### src/rtl/reg8_pkg.sv
// Shared types and defaults for the reg8 pipeline register.
package reg8_pkg;

   localparam int REG8_WIDTH = 8;

   typedef logic [REG8_WIDTH-1:0] reg8_data_t;

   localparam reg8_data_t REG8_RST_VAL = '0;

   localparam int REG8_MAX_DEPTH = 16;

endpackage : reg8_pkg

### src/rtl/reg8_stage.sv
// One pipeline stage: a data flop plus its valid flop, with hold and synchronous clear.
module reg8_stage
   import reg8_pkg::*;
#(
   parameter int               WIDTH   = REG8_WIDTH,
   parameter logic [WIDTH-1:0] RST_VAL = '0
) (
   input  logic             clk,
   input  logic             rst,
   input  logic             en,
   input  logic             clr,
   input  logic [WIDTH-1:0] d_i,
   input  logic             valid_i,
   output logic [WIDTH-1:0] q_o,
   output logic             valid_o
);

   logic [WIDTH-1:0] data_q, data_d;
   logic             valid_q, valid_d;

   // Clear beats enable, so a datum presented alongside clr is dropped.
   always_comb begin
      data_d  = data_q;
      valid_d = valid_q;
      if (clr) begin
         data_d  = RST_VAL;
         valid_d = 1'b0;
      end else if (en) begin
         data_d  = d_i;
         valid_d = valid_i;
      end
   end

   always_ff @(posedge clk or posedge rst) begin
      if (rst) begin
         data_q  <= RST_VAL;
         valid_q <= 1'b0;
      end else begin
         data_q  <= data_d;
         valid_q <= valid_d;
      end
   end

   assign q_o     = data_q;
   assign valid_o = valid_q;

endmodule : reg8_stage

### src/rtl/reg8.sv
// Parameterised pipeline register: D reaches Q after DEPTH enabled clock edges.
module reg8
   import reg8_pkg::*;
#(
   parameter int               WIDTH   = REG8_WIDTH,
   parameter int               DEPTH   = 1,
   parameter logic [WIDTH-1:0] RST_VAL = '0
) (
   input  logic             clk,
   input  logic             rst,
   input  logic             en,
   input  logic             clr,
   input  logic [WIDTH-1:0] D,
   output logic [WIDTH-1:0] Q,
   output logic             q_valid
);

   if (DEPTH < 1 || DEPTH > REG8_MAX_DEPTH) begin : g_bad_depth
      $error("reg8: DEPTH must be in 1..16");
   end

   // Index 0 is the input side; index DEPTH is the last stage's output.
   logic [WIDTH-1:0] data_chain  [0:DEPTH];
   logic             valid_chain [0:DEPTH];

   assign data_chain[0]  = D;
   assign valid_chain[0] = 1'b1;

   for (genvar gi = 0; gi < DEPTH; gi++) begin : g_stage
      reg8_stage #(
         .WIDTH   (WIDTH),
         .RST_VAL (RST_VAL)
      ) u_stage (
         .clk     (clk),
         .rst     (rst),
         .en      (en),
         .clr     (clr),
         .d_i     (data_chain[gi]),
         .valid_i (valid_chain[gi]),
         .q_o     (data_chain[gi+1]),
         .valid_o (valid_chain[gi+1])
      );
   end

   assign Q       = data_chain[DEPTH];
   assign q_valid = valid_chain[DEPTH];

endmodule : reg8

### config.mk
export PLATFORM = sky130hd
export DESIGN_NAME = reg8
export DESIGN_NICKNAME = d
export VERILOG_FILES = /design/src/rtl/reg8_pkg.sv /design/src/rtl/reg8_stage.sv /design/src/rtl/reg8.sv
export SDC_FILE = /design/constraint.sdc
export NUM_CORES = 1
export LEC_CHECK = 0
export ABC_AREA = 1
export ABC_CLOCK_PERIOD_IN_PS = 800
export BUFFER_PORTS_ARGS = -buffer_cell sky130_fd_sc_hd__buf_2
export CORE_AREA = 4 4 41 43
export CTS_CLUSTER_DIAMETER = 60
export CTS_CLUSTER_SIZE = 40
export DETAILED_ROUTE_END_ITERATION = 16
export DIE_AREA = 0 0 45 47
export GPL_ROUTABILITY_DRIVEN = 0
export SYNTH_ARGS = -nofsm -noshare
export SYNTH_HDL_FRONTEND = slang
export SYNTH_SLANG_ARGS = --single-unit
export TNS_END_PERCENT = 100
### constraint.sdc
create_clock -name clk -period 0.8 [get_ports clk]
set_clock_uncertainty 0.1 [all_clocks]
set_input_delay 0.2 -clock clk [delete_from_list [all_inputs] [get_ports clk]]
set_output_delay 0.2 -clock clk [all_outputs]
set_load 0.005 [all_outputs]
==> flow_metrics.tcl <==
set metrics [dict create \
    nNetsFinal 79 \
    cp-end-kind "output pin" \
    synth_area_um2 363 \
    clockBufferDepth 2 \
    num_rows 13 \
    setup_viol 11 \
    rsz0062_at_grt "yes" \
    power.density_mw_per_mm2 1800 \
    slowest_delay_ns 0.38 \
    critPathKind "register to output pin" \
    path_clk_slew_ns 0.06 \
    critPathBufInv 1 \
    start_util 0.279 \
    grt_pass1_wl_mm 1.37 \
    critical_path.top_delay_family "flip-flops" \
    cp-start-kind "register" \
    antenna_found_initial 0 \
    avgSynthCellArea_um2 9.30 \
    grt_max_degree 11 \
    yosysSeqAreaShare 0.621 \
    place_inst 73 \
    io_pins 21 \
    drc_errors 0 \
    synth-seq-cells 9 \
    drive_gt1_frac 0.515 \
    drv_slew 0 \
    coreArea_mm2 0.00130 \
    hold_viol 9 \
    fin_ws_ns -0.273 \
    yosysWarnings 0 \
    power.total_uw 992 \
    die_y_um 47 \
    cts_root_buf "clkbuf_4" \
    clkLatencyLatePin_ns 0.26 \
    grt_pass1_vias 315 \
    worst_pin_slew_ns 0.347 \
    areaGrowthSynthToFinish_pct 51.7 \
    htreeDepth 1 \
    dp_slack_ns -0.0651 \
    ys_types 8 \
    num-fill-cells 139 \
    wl_per_cell_um 10.8 \
    drv_cap 0 \
    fin_crit_ns 1.07 \
    final_cells 81 \
    critical_path.cell_chain "buf_2" \
    grt_usage 0.0944 \
    cp_data_arrival_time_ns 0.77 \
    io_buffers 20 \
    cpMaxStageDelayCell "dfrtp_1" \
    post_drt_via_cell_ratio 4.30 \
    hp-class "input port to asynchronous set/reset pin" \
    syn-num-nets 51 \
    required_ns 0.50 \
    hold-worst-slack_ns -0.211 \
    peakVddDrop_v 0.000669 \
    drt_iter0_drc 9 \
    cts_tree "yes" \
    wirelength_um 878 \
    drt_first_pass_iters 4 \
    power_leakage_uw 0.000329 \
    crit_fanout 2 \
    chipWidth_um 45 \
    maxSlewHeadroom 0.768 \
    fmax_mhz 932 \
    period_share 1.34 \
    antenna_cells 0 \
    gr-total-overflow 0 \
    cts_inserted_buffers 3 \
    ant_nets 0 \
    cts_sinks 9 \
    status "finished, violations left" \
    failed_checks "hold timing, setup timing" \
    synthCells 39 \
    die_area_mm2 0.00212 \
    vias 348 \
]
-- layout make-up --
type / instances / area (µm²) / area share
sequential: 9 / 225 / 0.409
multi-input combinational: 27 / 131 / 0.239
inverter: 2 / 7.51 / 0.0136
clock buffer: 4 / 26.3 / 0.0477
timing repair buffer: 24 / 141 / 0.257
tap: 15 / 18.8 / 0.0341
-- power by group --
part	switching, µW	internal (µW)
clock	162	192
sequential	13.7	481
combinational	70.0	72.3
-- routing by layer --
layer  vias up  share of wire  global-route usage
li1        176              -                   -
met1       150           0.44               0.137
met2        18           0.44               0.116
met3         4          0.099              0.0268
met4         0          0.021              0.0702
met5         -              0                   0
-- placed cells by master (no fill, tap or decap) --
cell type and instances:
buf_2 20, buf_4 1, buf_6 3, clkbuf_1 1, clkbuf_4 3, dfrtp_1 9
inv_1 1, inv_2 1, nand2_1 12, nand2_2 4, nand3_1 8, nor2_1 1
nor2_2 1, nor2_4 1
-- registers in the layout (all words and copies together) (netlist names) --
name and count:
g_stage.u_stage.q_o 8, g_stage.u_stage.valid_o 1
-- cells by family (layout without fill, tap and decap cells) --
family                 count (synthesis)  after routing  synth area share
DFF                                    9              9             0.621
and+or+nand+nor                       27             27             0.328
buffers and inverters                  3             30            0.0517
-- synth_stat cells --
cell type	instances	area (µm²)
inv_2	1	3.75
nor2_4	1	11.3
dfrtp_1	9	225
nand3_1	8	40.0
inv_1	1	3.75
nor2_1	2	7.51
nand2_1	16	60.1
buf_6	1	11.3
-- worst register-to-register path: stages (launching register included) --
cell and delay (ns):
dfrtp_1 0.38, buf_4 0.13, nor2_2 0.06, nor2_1 0.04
-- path summary, 6_finish.rpt --
check                           cells past startpoint                              startpoint                                      to  slack (ns)
worst min register to register                      2   g_stage[0].u_stage.q_o[5]$_DFFE_PP0P_   g_stage[0].u_stage.q_o[5]$_DFFE_PP0P_        0.37
min in group clk                                    2                                     clr  g_stage[0].u_stage.valid_o$_DFFE_PP0P_        0.06
worst max-delay path                                1   g_stage[0].u_stage.q_o[6]$_DFFE_PP0P_                                    Q[6]       -0.27
worst min-delay path                                2                                     rst   g_stage[0].u_stage.q_o[5]$_DFFE_PP0P_       -0.21
max in group asynchronous                           2                                     rst   g_stage[0].u_stage.q_o[3]$_DFFE_PP0P_        0.56
worst max register to register                      3  g_stage[0].u_stage.valid_o$_DFFE_PP0P_  g_stage[0].u_stage.valid_o$_DFFE_PP0P_       -0.02
-- per-stage QoR --
stage	TNS, ns	cell area (µm²)	utilization	hold slack (ns)
5_1_grt	-2.79	551	0.423	-0.173
6_report	-2.41	551	0.423	-0.211
3_3_place_gp	-0.234	470	0.362	0.0733
2_1_floorplan	0	363	-	-0.0721
4_1_cts	-2.41	519	0.399	-0.197
3_5_place_dp	-0.450	470	0.362	0.0856
-- what timing repair did --
action / 4_1_cts / 5_1_grt
setup endpoints to repair: 9 / 12
pin swaps: 0 / 1
resized for setup: 0 / 8
buffers inserted: 3 / 2
endpoints found under the hold margin: 9 / 9
No activity file was read; power rests on OpenSTA's default activity.
